`src/rtl/booth_mac_acc.sv`:
```
// Saturating multiply-accumulate stage behind the sequential Booth multiplier.
// Sums a programmed number of signed products and offers each sum on a valid/ready stream.
module booth_mac_acc #(
    parameter int WIDTH       = 8,
    parameter int ACC_WIDTH   = 24,
    parameter int COUNT_WIDTH = 8
) (
    input  logic                         clk,
    input  logic                         rst,
    input  logic                         open,
    input  logic                         cont,
    input  logic [COUNT_WIDTH-1:0]       len,
    input  logic                         clear,
    input  logic                         prod_valid,
    input  logic signed [2*WIDTH-1:0]    prod,
    output logic                         busy,
    output logic                         acc_valid,
    input  logic                         acc_ready,
    output logic signed [ACC_WIDTH-1:0]  acc,
    output logic                         acc_sat,
    output logic                         dropped
);

    localparam int PW = 2 * WIDTH;
    localparam logic signed [ACC_WIDTH-1:0] ACC_MAX = {1'b0, {(ACC_WIDTH-1){1'b1}}};
    localparam logic signed [ACC_WIDTH-1:0] ACC_MIN = {1'b1, {(ACC_WIDTH-1){1'b0}}};
    localparam logic [COUNT_WIDTH-1:0]      ONE     = COUNT_WIDTH'(1);

    typedef enum logic [1:0] {IDLE, ACCUM, OUT} state_t;

    state_t                   state, state_nxt;
    logic signed [ACC_WIDTH-1:0] acc_nxt;
    logic [COUNT_WIDTH-1:0]   count, count_nxt;
    logic [COUNT_WIDTH-1:0]   len_r, len_nxt;
    logic                     cont_r, cont_nxt;
    logic signed [PW-1:0]     skid, skid_nxt;
    logic                     skid_full, skid_full_nxt;
    logic                     sat_nxt, drop_nxt;

    logic signed [ACC_WIDTH:0]   sum_ext;
    logic signed [ACC_WIDTH-1:0] sum_sat;
    logic                        sum_ovf;
    logic [COUNT_WIDTH-1:0]      count_inc;
    logic signed [PW-1:0]        carry;
    logic                        carry_avail;

    assign busy      = (state != IDLE);
    assign acc_valid = (state == OUT);

    // One guard bit is enough: a disagreement between the top two bits means overflow.
    always_comb begin
        sum_ext   = {acc[ACC_WIDTH-1], acc} + (ACC_WIDTH+1)'(prod);
        sum_ovf   = sum_ext[ACC_WIDTH] ^ sum_ext[ACC_WIDTH-1];
        sum_sat   = sum_ovf ? (sum_ext[ACC_WIDTH] ? ACC_MIN : ACC_MAX) : sum_ext[ACC_WIDTH-1:0];
        count_inc = count + ONE;
        // A strobe on the handshake cycle counts as having landed in the skid first.
        carry       = skid_full ? skid : prod;
        carry_avail = skid_full || prod_valid;
    end

    // NOTE: every next-state variable gets a default before the case so no latch is inferred.
    always_comb begin
        state_nxt     = state;
        acc_nxt       = acc;
        count_nxt     = count;
        len_nxt       = len_r;
        cont_nxt      = cont_r;
        skid_nxt      = skid;
        skid_full_nxt = skid_full;
        sat_nxt       = acc_sat;
        drop_nxt      = dropped;

        case (state)
            IDLE: begin
                if (prod_valid) drop_nxt = 1'b1;
                if (open) begin
                    len_nxt   = (len == '0) ? ONE : len;
                    cont_nxt  = cont;
                    acc_nxt   = '0;
                    count_nxt = '0;
                    sat_nxt   = 1'b0;
                    state_nxt = ACCUM;
                end
            end
            ACCUM: begin
                if (prod_valid) begin
                    acc_nxt   = sum_sat;
                    count_nxt = count_inc;
                    sat_nxt   = acc_sat | sum_ovf;
                    if (count_inc == len_r) state_nxt = OUT;
                end
            end
            OUT: begin
                if (prod_valid) begin
                    if (skid_full) begin
                        drop_nxt = 1'b1;
                    end else begin
                        skid_nxt      = prod;
                        skid_full_nxt = 1'b1;
                    end
                end
                if (acc_ready) begin
                    skid_full_nxt = 1'b0;
                    if (!cont_r) begin
                        if (carry_avail) drop_nxt = 1'b1;
                        state_nxt = IDLE;
                    end else begin
                        // A sign-extended product always fits, so the carried value never saturates.
                        sat_nxt = 1'b0;
                        if (carry_avail) begin
                            acc_nxt   = ACC_WIDTH'(carry);
                            count_nxt = ONE;
                            state_nxt = (len_r == ONE) ? OUT : ACCUM;
                        end else begin
                            acc_nxt   = '0;
                            count_nxt = '0;
                            state_nxt = ACCUM;
                        end
                    end
                end
            end
            default: state_nxt = IDLE;
        endcase

        if (clear) begin
            state_nxt     = IDLE;
            acc_nxt       = '0;
            count_nxt     = '0;
            sat_nxt       = 1'b0;
            skid_full_nxt = 1'b0;
            drop_nxt      = 1'b0;
        end
    end

    // NOTE: state uses non-blocking assignments so every register samples pre-edge values.
    always_ff @(posedge clk) begin
        if (rst) begin
            // NOTE: the skid data and latched run settings are reset too; cheap, and keeps
            // the block free of X after reset even though the valid flags gate their use.
            state     <= IDLE;
            acc       <= '0;
            count     <= '0;
            len_r     <= ONE;
            cont_r    <= 1'b0;
            skid      <= '0;
            skid_full <= 1'b0;
            acc_sat   <= 1'b0;
            dropped   <= 1'b0;
        end else begin
            state     <= state_nxt;
            acc       <= acc_nxt;
            count     <= count_nxt;
            len_r     <= len_nxt;
            cont_r    <= cont_nxt;
            skid      <= skid_nxt;
            skid_full <= skid_full_nxt;
            acc_sat   <= sat_nxt;
            dropped   <= drop_nxt;
        end
    end

endmodule
```
`config.mk`:
```
export PLATFORM = sky130hd
export DESIGN_NAME = booth_mac_acc
export DESIGN_NICKNAME = d
export VERILOG_FILES = /design/src/rtl/booth_mac_acc.sv
export SDC_FILE = /design/constraint.sdc
export NUM_CORES = 1
export LEC_CHECK = 0
export ABC_AREA = 1
export CORE_MARGIN = 1.5
export CORE_UTILIZATION = 58
export CTS_BUF_LIST = sky130_fd_sc_hd__clkbuf_2 sky130_fd_sc_hd__clkbuf_4 sky130_fd_sc_hd__clkbuf_8
export CTS_CLUSTER_SIZE = 10
export DETAILED_ROUTE_END_ITERATION = 16
export PLACE_DENSITY = 0.83
export SLEW_MARGIN = 15
export SYNTH_ARGS = -nofsm -noshare
export SYNTH_HDL_FRONTEND = slang
export SYNTH_SLANG_ARGS = --single-unit
```
`constraint.sdc`:
```
create_clock -name clk -period 2.9 [get_ports clk]
set_clock_uncertainty 0.05 [all_clocks]
set_input_delay 0.58 -clock clk [delete_from_list [all_inputs] [get_ports clk]]
set_output_delay 0.58 -clock clk [all_outputs]
set_load 0.03 [all_outputs]
```
Yosys cells after proc, flatten, opt, wreduce, memory -nomap -nowiden
Index checks and enable logic that the tools add are counted.
{ "word_totals": {"ff_bits": 62, "latchBits": 0, "mem_bits_rw": 0, "romBits": 0, "input_bits": 31, "word_cells": 74, "mem_count": 0} }
{ "classes": {"add_sub_neg": 2, "multipliers": 0, "div_mod_pow": 0, "magnitude_cmp": 0, "eq_ne": 10, "shift": 0, "n_mux": 37, "n_bitwise": 2, "reduce_logical": 14} }
{ "ops": {"columns": ["op", "count"], "rows": [
  ["$mux 24", 7],
  ["$pmux 24 s3", 1],
  ["$mux 8", 5],
  ["$add 24x16->25", 1],
  ["$pmux 8 s3", 1],
  ["$mux 16", 1],
  ["$mux 2", 7],
  ["$mux 1", 12],
  ["$add 8x1->8 const B", 1],
  ["$eq 8x1->1 const B", 1],
  ["$eq 8x8->1", 1],
  ["$logic_not 8->1", 1],
  ["$ne 2x2->1 const B", 4],
  ["$reduce_and 2->1", 4],
  ["$pmux 2 s3", 1],
  ["$reduce_bool 2->1", 3],
  ["$reduce_and 5->1", 1],
  ["$ne 2x1->1 const B", 2],
  ["$reduce_and 4->1", 1],
  ["$pmux 1 s3", 1],
  ["$reduce_bool 3->1", 1],
  ["$eq 2x1->1 const B", 1],
  ["$eq 2x2->1 const B", 1],
  ["$logic_not 2->1", 1],
  ["5 further kinds", 5]
]} }

Longest topological paths before layout
Gate-level depths: netlist of run 1.
{ "logic_depth": {"ltp_word": 6, "ltp_mapped": 16, "mapped_depth_nobuf": 15} }

Worst setup path after synthesis of run 1
No wires, ideal clock.
{ "synth_path": {"kind": "input port to flip-flop", "start": "input prod[0]", "end": "register acc[10]", "setup_time_ps": 139, "t_arrival_ps": 2335, "slack_ps": 376, "cell_stages": 15, "n_path_buf": 1, "cell_sequence": "ha_1 fa_1 nand2_1 nand2_1 nand3_1 nand2_1 nand2_1 nand3_1 nand2_1 nand2_2 nand2_2 buf_2 nand3_1 nand2_1 a21oi_2"} }
{ "synth_between": {"elab_chain_cells": 5, "word_cells_on_any_way": 6} }
{ "synth_lines": {"columns": ["element", "line", "rtl"], "rows": [
  ["start, declared", "15", "input logic signed [2*WIDTH-1:0] prod,"],
  ["$add 24x16->25 (*)", "52", "sum_ext = {acc[ACC_WIDTH-1], acc} + (ACC_WIDTH+1)'(prod);"],
  ["$mux 24 or $xor 1x1->1 (tied branches)", "54, 53", null],
  ["$mux 24 (*)", "54", "sum_sat = sum_ovf ? (sum_ext[ACC_WIDTH] ? ACC_MIN : ACC_MAX) : sum_ext[ACC_WIDTH-1:0];"],
  ["$mux 24 (*)", "86", "if (prod_valid) begin"],
  ["$pmux 24 s3 (*)", "73", "case (state)"],
  ["end signal, assigned", "151", "acc <= acc_nxt;"],
  ["end, declared", "19", "output logic signed [ACC_WIDTH-1:0] acc,"]
]} }
Mark *: on every way between the ends. The rest lies on a longest branch, timed or not. The select of a mux whose other input is x is not followed.
A chain may end at the register's enable or synchronous reset.

Worst setup path after layout of run 1
{ "layout_path": {"start": "input prod[15]", "end": "register acc[12]"} }
The elaborated chain is that of the path after synthesis.

==> results.py, run 1 <==
metrics = {
    "setup_path": {
        "cpMaxStageDelayCell": "clkdlybuf4s50_1",
        "r2r_start": "state[0]$_SDFFE_PP0P_",
        "cpPeakStageDelay_ns": 0.42,
        "start_kind": "input port",
        "cp_common_cell": "nand2_1",
        "path_class": "input port to flip-flop",
        "worstReg2RegEnd": "acc[16]$_SDFFE_PP0P_",
        "required_ns": 3.14,
        "critPathArrivalTime_ns": 3.05,
        "critical_path.cell_chain": "clkdlybuf4s50_1 -> buf_4 -> ha_1 -> nand2_1 -> inv_1 -> nand2_1 -> nand2_1 -> a21oi_2 -> nand3_1 -> nand2_1 -> nand2_2 -> a21boi_4 -> clkbuf_16 -> nand2_1 -> a21oi_2",
        "reg2regPathDepth": 13,
        "end_kind": "flip-flop",
        "crit_fanout": 7,
        "worst-r2r-setup-slack_ns": 0.32,
    },
    "global_route": {
        "grt_first_pass_wirelength_um": 25040,
        "grt_max_degree": 34,
        "grtUsageTotal_pct": 36.50,
        "grt_pass1_vias": 5368,
        "antenna_found_initial": 0,
        "grt-ovfl-total": 0,
    },
    "clock_network": {
        "cts-htree-levels": 3,
        "ctsHoldBuffers": 0,
        "cts_root_buf": "clkbuf_8",
        "numCtsBuffers": 9,
        "worstSkewPairLatency_ns": 0.36,
        "cts.path.max_buffers": 2,
        "clk_pin_slew_worst_paths_ns": 0.08,
        "cts_tree": "built",
        "clock-sinks": 62,
    },
    "cells_and_area": {
        "layout-drive-gt1-share_pct": 17.40,
        "design_area_sq_um": 6523,
        "num-fill-cells": 568,
        "layout.nets": 964,
        "diodes": 0,
        "area_growth_pct": 34.67,
    },
    "yosys": {
        "synthSimpleGateAreaFrac_pct": 31.54,
        "synth_cell_type_count": 34,
        "synth-async-reset-ratio_pct": 0,
        "yosys_warnings": 0,
        "yosysTopAreaCell": "dfxtp_1",
        "synth-seq-cells": 62,
        "synth_xor_area_share_pct": 3.436,
        "synth_top_family_by_area": "simple AND/OR/NAND/NOR gates",
        "syn_nets": 830,
        "synthesis.area_sq_um": 4843,
        "synthAdderAreaFrac_pct": 7.905,
        "synth_seq_area_share_pct": 25.63,
        "yosysTopAreaCellShare_pct": 25.63,
        "synthCells": 769,
        "synth_compound_area_share_pct": 17.46,
        "ys.flop_type": "dfxtp_1",
        "synthTopCellsByArea": "dfxtp_1 (26%), nand2_1 (18%), inv_1 (7.9%)",
        "synth_edf_count": 0,
        "avgSynthCellArea_sq_um": 6.298,
        "synth_mux_area_share_pct": 3.307,
    },
    "detailed_routing": {
        "drc": 0,
        "viasPerCell": 5.720,
        "dr.pass1.iters": 5,
        "via_count": 5794,
        "ant_nets": 0,
        "drt-total-wl_um": 16400,
        "drt_iter0_markers": 412,
        "avgRoutedWirePerCell_um": 16.19,
    },
    "floorplanning": {
        "io_pins": 59,
        "core-area_sq_um": 8134,
        "die_y_um": 94.38,
        "die-area_sq_um": 8908,
        "rows": 33,
        "dieWidth_um": 94.38,
        "start_util_pct": 59.54,
    },
    "timing": {
        "finalCritPeriodShare_pct": 96.99,
        "fin_setup_tns_ns": 0,
        "setup_violations": 0,
        "final_hold_viol_count": 0,
        "report.final.slew_viol_count": 0,
        "max_freq_mhz": 355.5,
        "holdWs_ns": 0.4352,
        "maxSlewHeadroom_pct": 40.37,
        "final.min_clock_period_ns": 2.813,
        "worst_slew_pin_slew_ns": 0.8934,
        "setup_ws_ns": 0.08718,
    },
    "worst_hold_path": {
        "min_to": "acc_sat$_SDFFE_PP0P_",
        "hold_path_startpoint": "acc_sat$_SDFFE_PP0P_",
        "whs_path_depth": 2,
        "hold_path.class": "flip-flop to flip-flop",
    },
    "power_and_ir_drop": {
        "power.density_nw_per_um2": 323.2,
        "finalPower_uw": 2108,
        "p_leak_uw": 0.002912,
        "peakVddDrop_mv": 0.3937,
    },
    "place": {
        "place_worst_setup_slack_ns": -0.2103,
        "dp_hpwl_um": 11920,
        "gp_congestion": 1.009,
        "port_buffers": 58,
        "dpl-instance-area_sq_um": 6128,
    },
    "status": {
        "status": "finished, final reports clean",
    },
    "flow_run": {
        "max-cap-violations": 0,
    },
}
-- layout make-up --
class	count	area, sq um	area share, %
multi-input cells	576	3234	49.59
clock buffers	11	145.1	2.225
well taps	105	131.4	2.014
inverters	107	401.6	6.158
repair buffers	147	1310	20.08
flip-flops and latches	62	1241	19.03
clock inverters	5	58.81	0.9016
-- critical path, delay by kind of cell --
kind                     cells  cell delay [ns]
buffers and inverters        4             0.85
AO/OA/AOI/OAI                3             0.59
AND/OR/NAND/NOR              7             0.65
adder cells (fa/ha/maj)      1             0.36
-- registers in the layout (all words and copies together) (netlist names) --
name and cells:
acc 24, skid 16, count 8, len_r 8
state 2, acc_sat 1, cont_r 1, dropped 1
skid_full 1
-- cells in the mapped netlist, drive strengths merged (10+ instances only) --
master and count:
buf 10, dfxtp 62, ha 29, nand3 54, o21ai 42, nand4 14, xnor2 13, a21oi 80
inv 106, nand2 233, o31ai 10, nor2 52, clkbuf 14, mux2i 16
-- through the flow --
stage	util [%]	cells
after floorplan	-	769
after global placement	75.34	995
after detailed placement	75.34	995
after CTS	77.85	1011
after global routing	80.19	1013
final	80.19	1013
-- layer usage --
metal  part of all wire [%]  GRT usage (%)  vias to the layer above  wire length, um
li1                       -              -                     2783                -
met1                     40          43.73                     2635             6554
met2                     47          63.13                      298             7761
met3                    7.4          5.878                       78             1220
met4                    5.3          18.03                        0              866
met5                      0              0                        -                0
-- layout by cell type, fill, tap and decap left out, types with 42 or more instances in the layout --
cell	n
inv_1	102
a21oi_1	59
dfxtp_1	62
nor2_1	43
o21ai_0	42
buf_4	84
clkdlybuf4s50_1	57
nand3_1	54
nand2_1	223
-- power breakdown --
| part | switching (uW) | leakage (uW) | internal, uW | total (uW) |
|---|---|---|---|---|
| combinational | 239 | 0.00231 | 182 | 421 |
| sequential | 12.7 | 0.000502 | 868 | 881 |
| clock | 376 | 0.0000990 | 430 | 806 |
-- worst max-delay path by stage --
stage	endpoint	startpoint	cells after the start
3_3_place_gp	acc[9]$_SDFFE_PP0P_	prod[15]	16
3_5_place_dp	acc[16]$_SDFFE_PP0P_	prod[6]	14
4_1_cts	acc[0]$_SDFFE_PP0P_	prod[15]	16
6_report	acc[12]$_SDFFE_PP0P_	prod[15]	15
2_1_floorplan	acc[10]$_SDFFE_PP0P_	prod[0]	15
5_1_grt	acc[1]$_SDFFE_PP0P_	prod[15]	14
-- cell families after synthesis --
| group | Yosys count |
|---|---|
| AOI/OAI and AO/OA | 146 |
| xor gates and xnor gates | 19 |
| adders and majority gates | 30 |
| buffers and inverters | 131 |
| DFF | 62 |
| muxes | 16 |
| and+or+nand+nor | 365 |
-- timing repair --
action	CTS	global route
endpoints found under the setup margin	0	24
setup buffers	0	1
resized for setup	0	31
Power figures use the tool's default switching activity.
==> run 2, diff against run 1 <==
==> constraint.sdc (replaced) <==
create_clock -name clk -period 2.9 [get_ports clk]
set_clock_uncertainty 0.05 [all_clocks]
set_input_delay 0.435 -clock clk [delete_from_list [all_inputs] [get_ports clk]]
set_output_delay 0.435 -clock clk [all_outputs]
set_load 0.03 [all_outputs]
==> run 2 against run 1 <==
Compared with the run above:
- fmax is 5.9% higher
- global-route usage is 3.9 points lower
- worst setup slack better by 0.16 ns
==> results.py, run 2 (synthesis results as in run 1) <==
metrics = {
    "status": {
        "status": "finished, final reports clean",
    },
    "setup_path": {
        "end_kind": "flip-flop",
        "required_ns": 3.07,
        "cpPeakStageDelay_ns": 0.45,
        "start_kind": "input port",
        "cpMaxStageDelayCell": "clkdlybuf4s50_1",
        "critical_path.cell_chain": "clkdlybuf4s50_1 -> ha_1 -> fa_1 -> nand2_1 -> nand2_1 -> nand3_1 -> nand2_1 -> nand2_1 -> nand3_1 -> nand2_1 -> nand2_2 -> nand2_2 -> buf_12 -> nand3_1 -> nand2_1 -> a21oi_2",
        "critPathArrivalTime_ns": 2.82,
        "crit_fanout": 16,
        "cp_common_cell": "nand2_1",
        "path_class": "input port to flip-flop",
        "cp_top_family": "simple AND/OR/NAND/NOR gates",
        "critPathBufInv": 2,
    },
    "power_and_ir_drop": {
        "peakVddDrop_mv": 0.2902,
        "finalPower_uw": 2052,
        "power.density_nw_per_um2": 346.4,
        "p_leak_uw": 0.002624,
    },
    "flow_run": {
        "max-cap-violations": 0,
    },
    "global_route": {
        "grt_max_degree": 34,
        "antenna_found_initial": 0,
        "grt_pass1_vias": 4896,
        "grt-ovfl-total": 0,
        "grtUsageTotal_pct": 32.65,
        "grt_first_pass_wirelength_um": 22780,
    },
    "cells_and_area": {
        "top_register": "acc",
        "reg.largest.list": "acc x24, skid x16",
        "num-fill-cells": 681,
        "layout.area.seq_sq_um": 1241,
        "final_util_pct": 72.82,
        "area_growth_pct": 22.29,
        "layout.nets": 906,
        "multiInputGateArea_sq_um": 3083,
        "layout-drive-gt1-share_pct": 8.598,
        "final_cell_mix": "nand2_1 (227), inv_1 (102), a21oi_1 (68)",
        "largest_reg_flops": 24,
        "final_common_cell": "nand2_1",
        "final_cells": 954,
        "diodes": 0,
        "design_area_sq_um": 5923,
    },
    "timing": {
        "max_freq_mhz": 376.4,
        "holdWs_ns": 0.4321,
        "setup_violations": 0,
        "report.final.slew_viol_count": 0,
        "final.min_clock_period_ns": 2.657,
        "finalCritPeriodShare_pct": 91.61,
        "maxSlewHeadroom_pct": 45.37,
        "final_hold_viol_count": 0,
        "worst_slew_pin_slew_ns": 0.8186,
        "rsz0062_at_grt": "false",
    },
    "place": {
        "dpl-instance-area_sq_um": 5720,
        "gp_congestion": 0.9810,
        "dp_hpwl_um": 10890,
        "port_buffers": 58,
        "placed_cells": 939,
    },
    "detailed_routing": {
        "ant_nets": 0,
        "drt-total-wl_um": 14060,
        "drc": 0,
        "viasPerCell": 5.543,
        "via_count": 5288,
        "dr.pass1.iters": 6,
        "drt_iter0_markers": 452,
        "avgRoutedWirePerCell_um": 14.74,
    },
    "clock_network": {
        "cts_tree": "built",
        "clock-sinks": 62,
        "cts.path.max_buffers": 2,
        "post-cts-setup-buffer-count": 0,
        "worstSkewPairLatency_ns": 0.35,
        "ctsHoldBuffers": 0,
        "ctsResizeCount": 0,
        "clk_pin_slew_worst_paths_ns": 0.08,
        "numCtsBuffers": 9,
        "cts_root_buf": "clkbuf_8",
        "cts-htree-levels": 3,
    },
    "floorplanning": {
        "core-area_sq_um": 8134,
        "die-area_sq_um": 8908,
        "io_pins": 59,
        "die_y_um": 94.38,
        "start_util_pct": 59.54,
        "dieWidth_um": 94.38,
        "rows": 33,
    },
    "worst_hold_path": {
        "hold_path.class": "flip-flop to flip-flop",
    },
}
## run 2: report_power, final
group          internal (uW)  switching [uW]  total [uW]
clock                    449             357         806
combinational            148             217         365
sequential               868            12.5         881
## run 2: worst reg2reg max path: stages, from the launching register on
cell and delay [ns]:
dfxtp_1 0.36, inv_1 0.10, ha_1 0.29, inv_2 0.12, nor2_1 0.04, or2_1 0.26, nor2_2 0.18, nand2_2 0.17
inv_2 0.09, nand2_1 0.15, or2_1 0.38, nand2_1 0.10, inv_1 0.04, a21oi_1 0.13
## run 2: worst paths after layout
check / startpoint / endpoint / slack [ns] / depth (start not counted)
worst max-delay path: prod[0] / acc[12]$_SDFFE_PP0P_ / 0.24 / 16
worst min-delay path: count[6]$_SDFFE_PP0P_ / count[6]$_SDFFE_PP0P_ / 0.43 / 2
worst max register to register: state[0]$_SDFFE_PP0P_ / acc[17]$_SDFFE_PP0P_ / 0.37 / 13
worst min register to register: count[6]$_SDFFE_PP0P_ / count[6]$_SDFFE_PP0P_ / 0.43 / 2
## run 2: layer usage
| metal | GRT usage, % | part of all wire, % | vias up |
|---|---|---|---|
| met4 | 13.06 | 2.7 | 0 |
| met2 | 53.72 | 46 | 212 |
| li1 | - | - | 2653 |
| met1 | 41.53 | 44 | 2392 |
| met5 | 0 | 0 | - |
| met3 | 7.005 | 6.9 | 31 |
## run 2: cell type report
cell class	count	share of cell area [%]
Clock inverter	3	0.7393
Sequential cell	62	20.95
Tap cell	105	2.218
Inverter	107	6.781
Timing Repair Buffer	89	14.58
Clock buffer	12	2.683
Multi-Input combinational cell	576	52.05
## run 2: per-stage QoR
| step | setup WS (ns) | setup TNS, ns |
|---|---|---|
| 6_report | 0.2432 | 0 |
| 5_1_grt | 0.05750 | 0 |
| 4_1_cts | 0.3068 | 0 |
| 3_5_place_dp | -0.03370 | -0.2727 |
| 3_3_place_gp | 0.05669 | 0 |
| 2_1_floorplan | 0.5103 | 0 |
==> run 3, diff against run 2 <==
CORE_MARGIN = 2   (was 1.5)
==> run 3 against run 2 <==
Compared with the run above:
- via count increased by 2.4%
- total power increased by 4.8%
- sequential share of layout area is 0.066 points lower
- critical path type unchanged
- largest power group is now the clock network
==> results.py, run 3 (synthesis results as in run 1) <==
metrics = {
    "global_route": {
        "grtUsageTotal_pct": 33.73,
        "grt_max_degree": 34,
        "antenna_found_initial": 0,
        "grt_pass1_vias": 5125,
        "grt_first_pass_wirelength_um": 23900,
        "grt-ovfl-total": 0,
    },
    "setup_path": {
        "critPathArrivalTime_ns": 2.91,
        "crit_fanout": 23,
        "start_kind": "input port",
        "worstReg2RegEnd": "acc[20]$_SDFFE_PP0P_",
        "reg2regPathDepth": 13,
        "worst-r2r-setup-slack_ns": 0.36,
        "path_class": "input port to flip-flop",
        "required_ns": 3.12,
        "critPathLaunch": "prod[15]",
        "r2r_start": "state[0]$_SDFFE_PP0P_",
        "endpoint": "acc[4]$_SDFFE_PP0P_",
        "end_kind": "flip-flop",
    },
    "cells_and_area": {
        "num-fill-cells": 683,
        "layout-drive-gt1-share_pct": 8.598,
        "area_growth_pct": 22.68,
        "final_cells": 954,
        "largest_reg_flops": 24,
        "final_cell_mix": "nand2_1 (227), inv_1 (102), a21oi_1 (68)",
        "reg.largest.list": "acc x24, skid x16",
        "final_util_pct": 72.68,
        "layout.nets": 905,
        "diodes": 0,
        "final_common_cell": "nand2_1",
        "top_register": "acc",
    },
    "worst_hold_path": {
        "hold_path.class": "flip-flop to flip-flop",
        "hold_path_startpoint": "dropped$_SDFFE_PP0P_",
    },
    "floorplanning": {
        "core-area_sq_um": 8175,
        "io_pins": 59,
        "die-area_sq_um": 9097,
        "dieWidth_um": 95.38,
        "rows": 33,
        "start_util_pct": 59.24,
        "die_y_um": 95.38,
    },
    "clock_network": {
        "ctsHoldBuffers": 0,
        "clk_pin_slew_worst_paths_ns": 0.07,
        "cts-htree-levels": 3,
        "cts.path.max_buffers": 2,
        "numCtsBuffers": 9,
        "post-cts-setup-buffer-count": 0,
        "cts_tree": "built",
        "clock-sinks": 62,
        "ctsResizeCount": 0,
        "cts_root_buf": "clkbuf_8",
        "worstSkewPairLatency_ns": 0.36,
    },
    "detailed_routing": {
        "drc": 0,
        "drt-total-wl_um": 14510,
        "drt_iter0_markers": 487,
        "ant_nets": 0,
        "via_count": 5415,
        "dr.pass1.iters": 5,
        "avgRoutedWirePerCell_um": 15.21,
        "viasPerCell": 5.676,
    },
    "timing": {
        "maxSlewHeadroom_pct": 48.47,
        "setup_violations": 0,
        "final_hold_viol_count": 0,
        "rsz0062_at_grt": "false",
        "max_freq_mhz": 371.5,
        "final.min_clock_period_ns": 2.692,
        "report.final.slew_viol_count": 0,
        "worst_slew_pin_slew_ns": 0.7721,
        "finalCritPeriodShare_pct": 92.82,
    },
    "power_and_ir_drop": {
        "p_switching_uw": 640.2,
        "pwr-share-comb_pct": 16.9,
        "peakVddDrop_mv": 0.2847,
        "p_leak_uw": 0.002626,
        "clkPwrFrac_pct": 42.1,
        "power.density_nw_per_um2": 362.0,
        "swShare_pct": 29.76,
        "seqPwrFrac_pct": 41.0,
        "cellInternalPower_uw": 1511,
    },
    "place": {
        "gp_congestion": 1.078,
        "placed_cells": 938,
        "port_buffers": 58,
        "dp_hpwl_um": 10890,
    },
    "flow_run": {
        "max-cap-violations": 0,
    },
    "status": {
        "status": "finished, final reports clean",
    },
}
[run 3: how the worst min path moves through the flow]
stage	to	slack (ns)	cells after the start
global placement	dropped$_SDFFE_PP0P_	0.41	2
floorplan	len_r[2]$_SDFFE_PP0P_	0.41	2
CTS	dropped$_SDFFE_PP0P_	0.44	2
global route	dropped$_SDFFE_PP0P_	0.48	2
finish	dropped$_SDFFE_PP0P_	0.43	2
detailed placement	dropped$_SDFFE_PP0P_	0.43	2
[run 3: per-layer routing]
layer	part of all wire [%]	vias to the layer above	GRT usage (%)	routed length [um]
met5	0	-	0	0
met2	46	246	55.52	6720
li1	-	2655	-	-
met4	3.3	0	12.98	475
met1	43	2466	44.18	6223
met3	7.5	48	5.850	1089
[run 3: cell type report]
type	instances	area, sq um	area share (%)
multi-input cells	576	3083	51.88
flip-flops and latches	62	1241	20.89
repair buffers	88	855.8	14.40
inverters	107	401.6	6.759
well taps	105	131.4	2.211
clock buffers	9	123.9	2.085
clock inverters	7	105.1	1.769
[run 3: power by group through the flow]
| stage | clock network (uW) | logic (uW) | registers [uW] |
|---|---|---|---|
| floorplan | 0 | 212 | 902 |
| global placement | 0 | 345 | 900 |
| detailed placement | 0 | 354 | 901 |
| CTS | 912 | 357 | 881 |
| global route | 949 | 401 | 883 |
| finish | 906 | 363 | 882 |
[run 3: worst max-delay path, stage by stage]
cell	delay, ns
clkdlybuf4s50_1	0.44
buf_4	0.20
ha_1	0.36
a21oi_1	0.22
nand2_1	0.10
a21oi_1	0.13
buf_4	0.14
nand3_1	0.09
nand2_1	0.08
nand2_2	0.08
a21boi_4	0.18
buf_12	0.18
nand2_1	0.10
a21oi_2	0.16
[run 3: metrics by stage]
step	setup slack (ns)	hold slack, ns	area (sq um)	setup TNS (ns)	total power (uW)
after floorplan	0.5103	0.4074	4843	0	1114
after global placement	0.04219	0.4084	5713	0	1244
after detailed placement	-0.04722	0.4252	5713	-0.3854	1255
after CTS	0.2598	0.4370	5942	0	2150
after global routing	0.04855	0.4771	5942	0	2233
final	0.2082	0.4287	5942	0	2151
